$ cat src/rtl/kd_tree_pkg.sv
// Shared KD-tree constants and types: node config word layout and config-loader FSM states.
package kd_tree_pkg;

    localparam int COMP_WIDTH    = 11;
    localparam int NUM_COMPS     = 5;
    localparam int STORAGE_WIDTH = 22;
    localparam int DATA_WIDTH    = COMP_WIDTH * NUM_COMPS;

    typedef struct packed {
        logic signed [COMP_WIDTH-1:0] median;
        logic        [COMP_WIDTH-1:0] index;
    } node_cfg_t;

    typedef enum logic [1:0] {
        IDLE  = 2'd0,
        LOAD  = 2'd1,
        DRAIN = 2'd2,
        DONE  = 2'd3
    } loader_state_t;

endpackage

$ cat src/rtl/node_wen_decoder.sv
// Node write-enable decoder: node_cnt + enable -> one-hot NUM_NODES vector.
// Latency: combinational. Backpressure: none.
module node_wen_decoder #(
    parameter int NUM_NODES = 31,
    parameter int CNT_W     = $clog2(NUM_NODES)
) (
    input  logic [CNT_W-1:0]     node_cnt,
    input  logic                 enable,
    output logic [NUM_NODES-1:0] onehot
);

    always_comb begin
        onehot = '0;
        for (int i = 0; i < NUM_NODES; i++) begin
            onehot[i] = enable && (node_cnt == CNT_W'(i));
        end
    end

endmodule

$ cat src/rtl/kd_node_cfg_loader.sv
// Streams {median,index} words into KD-tree nodes 0..NUM_NODES-1 as one-hot wen pulses.
// Latency: accept -> wen/wdata next cycle; 1 word/cycle. Optional index check: NODE_CFG_RANGE_CHECK_EN.
module kd_node_cfg_loader
    import kd_tree_pkg::*;
#(
    parameter int NUM_NODES = 31
) (
    input  logic                     clk,
    input  logic                     rst_n,
    input  logic                     start,
    input  logic                     abort,
    input  logic                     in_valid,
    output logic                     in_ready,
    input  logic [STORAGE_WIDTH-1:0] in_data,
    output logic [NUM_NODES-1:0]     wen,
    output logic [STORAGE_WIDTH-1:0] wdata,
    output logic                     busy,
    output logic                     load_done,
    output logic                     cfg_err
);

    localparam int CNT_W = $clog2(NUM_NODES);

    loader_state_t      state;
    logic [CNT_W-1:0]   node_cnt;
    node_cfg_t          cfg;
    logic               accept;
    logic               wr_en;
    logic [NUM_NODES-1:0] dec_wen;

    assign cfg    = node_cfg_t'(in_data);
    // abort wins over an offered word even though in_ready is still high that cycle
    assign accept = (state == LOAD) && in_valid && in_ready && !abort;

`ifdef NODE_CFG_RANGE_CHECK_EN
    logic idx_ok;
    assign idx_ok = cfg.index < COMP_WIDTH'(NUM_COMPS);
    assign wr_en  = accept && idx_ok;
`else
    assign wr_en  = accept;
`endif

    node_wen_decoder #(
        .NUM_NODES (NUM_NODES),
        .CNT_W     (CNT_W)
    ) u_dec (
        .node_cnt (node_cnt),
        .enable   (wr_en),
        .onehot   (dec_wen)
    );

    always_ff @(posedge clk or negedge rst_n) begin
        if (!rst_n) begin
            state     <= IDLE;
            node_cnt  <= '0;
            wen       <= '0;
            wdata     <= '0;
            in_ready  <= 1'b0;
            busy      <= 1'b0;
            load_done <= 1'b0;
            cfg_err   <= 1'b0;
        end else begin
            wen <= '0;
            if (abort) begin
                state     <= IDLE;
                in_ready  <= 1'b0;
                busy      <= 1'b0;
                load_done <= 1'b0;
            end else begin
                case (state)
                    IDLE, DONE: begin
                        if (start) begin
                            state     <= LOAD;
                            node_cnt  <= '0;
                            load_done <= 1'b0;
                            cfg_err   <= 1'b0;
                            in_ready  <= 1'b1;
                            busy      <= 1'b1;
                        end
                    end
                    LOAD: begin
                        if (accept) begin
                            wen   <= dec_wen;
                            wdata <= cfg;
`ifdef NODE_CFG_RANGE_CHECK_EN
                            if (!idx_ok) cfg_err <= 1'b1;
`endif
                            // node_cnt saturates on the last node; DRAIN carries its pulse
                            if (node_cnt == CNT_W'(NUM_NODES - 1)) begin
                                state    <= DRAIN;
                                in_ready <= 1'b0;
                            end else begin
                                node_cnt <= node_cnt + 1'b1;
                            end
                        end
                    end
                    DRAIN: begin
                        state     <= DONE;
                        busy      <= 1'b0;
                        load_done <= 1'b1;
                    end
                    default: state <= IDLE;
                endcase
            end
        end
    end

endmodule

$ cat config.mk
export PLATFORM = sky130hd
export DESIGN_NAME = kd_node_cfg_loader
export DESIGN_NICKNAME = d
export VERILOG_FILES = /design/src/rtl/kd_tree_pkg.sv /design/src/rtl/node_wen_decoder.sv /design/src/rtl/kd_node_cfg_loader.sv
export SDC_FILE = /design/constraint.sdc
export NUM_CORES = 1
export LEC_CHECK = 0
export CORE_MARGIN = 2
export CORE_UTILIZATION = 30
export CTS_CLUSTER_SIZE = 16
export DETAILED_ROUTE_END_ITERATION = 16
export SYNTH_ARGS = -nofsm -noshare
export SYNTH_HDL_FRONTEND = slang
export SYNTH_HIERARCHICAL = 1
export SYNTH_SLANG_ARGS = --single-unit
$ cat constraint.sdc
create_clock -name clk -period 2.5 [get_ports clk]
set_input_delay 0.625 -clock clk [delete_from_list [all_inputs] [get_ports clk]]
set_output_delay 0.625 -clock clk [all_outputs]
set_load 0.05 [all_outputs]
# Word level (Yosys, flattened, before mapping)
# Cells that the tools add are included.
# Widths: inputs -> output; s select.
[classes] addsub=1 eq_ne=39 mux=22 n_bitwise=1 reduce_logical=46
[op_table] cell="$mux 31" count=3
[op_table] cell="$eq 5x5->1 const B" count=15
[op_table] cell="$eq 5x4->1 const B" count=8
[op_table] cell="$logic_and 1x1->1" count=34
[op_table] cell="$eq 5x3->1 const B" count=4
[op_table] cell="$mux 5" count=3
[op_table] cell="$eq 5x2->1 const B" count=2
[op_table] cell="$pmux 5 s2" count=1
[op_table] cell="$mux 2" count=4
[op_table] cell="$mux 1" count=7
[op_table] cell="$ne 3x2->1 const B" count=2
[op_table] cell="$pmux 1 s2" count=3
[op_table] cell="$pmux 2 s3" count=1
[op_table] cell="$reduce_and 3->1" count=2
[op_table] cell="$reduce_bool 3->1" count=2
[op_table] cell="$add 5x1->5 const B" count=1
[op_table] cell="$eq 5x1->1 const B" count=1
[op_table] cell="$logic_not 5->1" count=1
[op_table] cell="$reduce_and 5->1" count=1
[op_table] cell="$eq 2x2->1 const B" count=2
[op_table] cell="$ne 2x2->1 const B" count=2
[op_table] cell="$reduce_and 4->1" count=1
[op_table] cell="$ne 3x3->1 const B" count=1
[op_table] cell="$eq 2x1->1 const B" count=1
[op_table] cell="other kinds (7)" count=7
[word_totals] regBits=63 inputBits=27

# Longest topological paths before layout
[depth] word_depth=8 depth_mapped=8

# Cells and area by module
# Netlist, hierarchy kept.
[by_module_without_submodules] mod="kd_node_cfg_loader" instances=1 cells_each=182 area_each_um2=2449.8
[by_module_without_submodules] mod="node_wen_decoder" instances=1 cells_each=46 area_each_um2=226.5

# Least setup slack after synthesis
# OpenSTA, ideal clock, no wires.
[synth_timing] path_type="input -> register" startpoint="input port abort" endpoint="register wen[1]" arrival_ns=2.168 t_required_ns=2.434 slack_ns=0.266 path_stages=7 path_buffers=3 cell_sequence="buf_6 > and4b_1 > buf_6 > clkbuf_1 > or4b_1 > nor2_1 > and2_1"
[synth_between] elab_chain_len=6
[synth_rtl] element="start: declaration" line_no="kd_node_cfg_loader.sv:11" rtl="input logic abort,"
[synth_rtl] element="$logic_not 1->1" line_no="kd_node_cfg_loader.sv:33" rtl="assign accept = (state == LOAD) && in_valid && in_ready && !abort;"
[synth_rtl] element="$logic_and 1x1->1" line_no="kd_node_cfg_loader.sv:33"
[synth_rtl] element="named net accept" line_no="kd_node_cfg_loader.sv:27" rtl="logic accept;"
[synth_rtl] element="$logic_and 1x1->1" line_no="node_wen_decoder.sv:15" rtl="onehot[i] = enable && (node_cnt == CNT_W'(i));"
[synth_rtl] element="named net dec_wen[1]" line_no="kd_node_cfg_loader.sv:29" rtl="logic [NUM_NODES-1:0] dec_wen;"
[synth_rtl] element="$mux 31" line_no="kd_node_cfg_loader.sv:82" rtl="if (accept) begin"
[synth_rtl] element="$mux 31" line_no="kd_node_cfg_loader.sv:70" rtl="case (state)"
[synth_rtl] element="$mux 31" line_no="kd_node_cfg_loader.sv:64" rtl="if (abort) begin"
[synth_rtl] element="end signal: assignment" line_no="kd_node_cfg_loader.sv:83" rtl="wen <= dec_wen;"
[synth_rtl] element="end: declaration" line_no="kd_node_cfg_loader.sv:15" rtl="output logic [NUM_NODES-1:0] wen,"
# The timed path passes the listed nets, and every way through them passes these cells.
# A chain may end at the register's enable or synchronous reset.

# Worst setup path in the final report
[layout_timing] startpoint="register in_ready" endpoint="output port in_ready"
[layout_rtl] element="start: declaration" line_no="kd_node_cfg_loader.sv:13" rtl="output logic in_ready,"
[layout_rtl] element="start signal: assignment" line_no="kd_node_cfg_loader.sv:58" rtl="in_ready <= 1'b0;"
[layout_rtl] element="start signal: assignment" line_no="kd_node_cfg_loader.sv:66" rtl="in_ready <= 1'b0;"
[layout_rtl] element="start signal: assignment" line_no="kd_node_cfg_loader.sv:77" rtl="in_ready <= 1'b1;"
# No word-level cell between the ends.

==> implementation parameters <==
Parameter                              Value

Min path
  HP Class ... primary input to async pin

Pwr
  Worst vdd rail ir drop ... 298 uV
  Power density over cell area ... 995 mW/mm^2
  Switching share of power ... roughly 39%
  Total power consumption of the routed design ... 3790 uW
  Share of power burned in combinational logic ... slightly above 40%
  Design internal power ... around 2300 uW
  Standby leakage power ... roughly 0.0016 uW
  Share of total power in sequential cells ... roughly 37%
  Power share of the clock group ... roughly 23%
  Net Sw Power ... 1490 uW

Setup path
  Reg-to-reg startpoint ... state[1]
  Critical path launch point type ... register
  Required time worst endpoint ... 1.88 ns
  Crit path max-delay cell type ... sky130_fd_sc_hd__clkdlybuf4s50_1
  Reg-to-Reg End ... wen[7]
  Crit path largest cell delay ... 0.83 ns
  Critical-path maximum fanout ... 5
  Worst-case register-to-register setup slack ... 0.67 ns
  Critical Path AT ... about 1.6 ns
  Worst Setup Path Type ... register to output pin
  Category of cells accounting for the largest share of critical-path delay ... buffers and inverters
  Worst path buffer plus inverter count ... 1
  R2r worst-path depth ... 7
  Crit. End Element ... output pin
  CP cell instances ... clkdlybuf4s50_1

Placed design
  Gpl congestion ... 0.788
  Sum of net half-perimeters after detailed placement ... approximately 3800 um
  Port Buffers ... 82
  Post-Place Worst Slack ... 0.179 ns

STA
  Final setup violation count ... 0
  Max Clock Freq ... between 400 and 500 MHz
  Worst Max-Slew Pin Slew ... 0.599 ns
  Unrepaired setup endpoints after global routing ... no
  Final WS setup ... roughly 0.30 ns
  Final critical-path required period ... 2.20 ns
  Final clock skew ... 0.00369 ns
  Final hold violations ... 0
  Accumulated negative setup slack ... 0 ns
  Worst slew margin relative to its limit ... 60.1%
  Minimum hold slack ... 0.292 ns
  Period Utilization, post-route ... between 80% and 90%
  Final Max Tran Viols ... 0

Clock tree
  Clk root buf ... sky130_fd_sc_hd__clkbuf_8
  CTS Buf Count ... 9
  Worst-Skew Late Latency ... 0.33 ns
  Post-CTS setup buffers ... 0
  Clock sink total ... 63
  Maximum buffer depth of the clock tree ... 2
  Clock-pin transition on the worst setup and hold timing paths ... 0.07 ns
  H-tree levels ... 3
  Quantity of hold-fixing buffers added after cts ... 0
  PostCTS Resize Cnt ... 0
  CTS tree ... done

Floorplanning
  Starting utilization of the core area ... 30.8%
  Die height ... just under 100 um
  Die area ... 0.00969 mm^2
  Die width ... 98.5 um
  Site Rows ... 34
  Core Box Area ... around 0.0087 mm^2
  # IOs ... 84

Run status
  Run status ... finished, final reports clean

Synth
  Cell variety after synth ... 34
  Warnings from Yosys ... 6
  Avg Cell Area, Syn ... 11.7 um^2
  Register bit total from synthesis ... 63
  Cells taking the most area after synthesis ... sky130_fd_sc_hd__dfrtp_1, sky130_fd_sc_hd__mux2_2, sky130_fd_sc_hd__and2_1
  Syn_nets ... 260
  Leading area contributor after synthesis ... sky130_fd_sc_hd__dfrtp_1
  Cell count after synthesis ... between 200 and 250
  Total standard cell area after synthesis ... roughly 0.0027 mm^2
  Synth top area share ... 58.9%
  Fraction of the yosys area taken by sequential cells ... a little under 60%

Cells and area
  Commonest non-fill, non-tap cells in the layout ... sky130_fd_sc_hd__clkdlybuf4s50_1, sky130_fd_sc_hd__dfrtp_1, sky130_fd_sc_hd__nor2_1, sky130_fd_sc_hd__and2_1, sky130_fd_sc_hd__mux2_2
  Number of filler instances in the final layout ... around 830
  Ant diodes ... 0
  Relative area change from synthesis to final layout ... 42.1%
  Nets ... 346
  Share of layout cells above drive strength 1 ... between 10% and 20%
  Most common library cell in the layout ignoring fill and taps ... sky130_fd_sc_hd__clkdlybuf4s50_1

Drt
  Detail-routed via count per cell ... 4.47
  DRT iter0 DRCs ... 66
  Total routed wirelength ... 5500 um
  Drt wl/cell ... 12.9 um
  Number of DRC violations after detailed routing ... 0
  Total vias in the final route ... between 1500 and 2000
  Detailed-router iteration count before antenna repair ... 4
  Post-route antenna net violation count ... 0

Global routing
  Number of antenna violations at the first check in global routing ... 0
  Largest net degree at the start of global routing ... 40
  Remaining global-route overflow ... 0
  Aggregate global-route resource usage ... 12.0%
  First-pass GRT wire length ... 9140 um
  Via count of the first global-routing pass ... between 1500 and 2000

Job
  Max-cap check violation count ... 0
[cell type report]
class / count / area [um^2] / share of cell area [%]
sequential: 63 / 1580 / 41.4
clock buffer: 13 / 149 / 3.91
timing repair buffer: 87 / 866 / 22.8
inverter: 5 / 18.8 / 0.493
multi-input combinational: 148 / 1020 / 26.7
tap: 108 / 135 / 3.55
clock inverter: 3 / 42.5 / 1.12
[power groups by stage]
stage                     logic [uW]  registers (uW)  clock network, uW
after floorplan                  495            1950                  0
after global placement          1550            1400                  0
after detailed placement        1560            1410                  0
after CTS                       1560            1390                889
after global routing            1640            1430                931
final                           1540            1390                852
[synth_stat cells, drive strengths merged]
| cell type | count |
|---|---|
| nand4bb | 3 |
| a211o | 1 |
| o21ai | 8 |
| o22a | 1 |
| nand2 | 8 |
| o211ai | 1 |
| nand4 | 2 |
| nor2b | 1 |
| nand3b | 2 |
| and2 | 31 |
| dfrtp | 63 |
| o311ai | 2 |
| o31ai | 1 |
| conb | 1 |
| ha | 5 |
| nor3 | 1 |
| a21oi | 4 |
| and4b | 1 |
| nand4b | 3 |
| inv | 5 |
| buf | 5 |
| mux2 | 22 |
| or2 | 2 |
| or4b | 1 |
| clkbuf | 7 |
| a32o | 1 |
| nand2b | 6 |
| nor2 | 35 |
| nor3b | 1 |
| nand3 | 4 |
[cell families after synthesis]
family	synth area share, %
flip-flops	58.9
adder cells (fa/ha/maj)	2.34
buffers and inverters	3.18
AND/OR/NAND/NOR	20.7
multiplexers	9.26
other	0.140
AO/OA/AOI/OAI	5.47
[how the worst max path moves through the flow]
stage              from        to  slack (ns)  cells after the start
4_1_cts        in_ready  in_ready        0.29                      1
6_report       in_ready  in_ready        0.30                      1
5_1_grt        in_ready  in_ready        0.25                      1
3_3_place_gp      abort    wen[7]        0.22                      6
2_1_floorplan     abort    wen[1]        0.27                      7
3_5_place_dp      abort    wen[7]        0.18                      6
[per-stage QoR]
step	util, %	std cells	cell area [um^2]
after detailed placement	41.6	411	3610
after global routing	43.8	427	3800
final	43.8	427	3800
after floorplan	-	228	2680
after global placement	41.6	411	3610
after CTS	43.8	427	3800
[state kept, by name (all words and copies together), names as in the netlist]
signal     flops
busy           1
in_ready       1
load_done      1
node_cnt       5
state          2
wdata         22
wen           31
[layer usage]
metal	global-route usage (%)	share of wire, %	up-vias
li1	-	-	932
met1	16.2	47	910
met2	17.7	45	58
met3	2.98	5.6	10
met4	6.85	2.4	0
met5	0	0	-
Power figures use the tool's default switching activity.
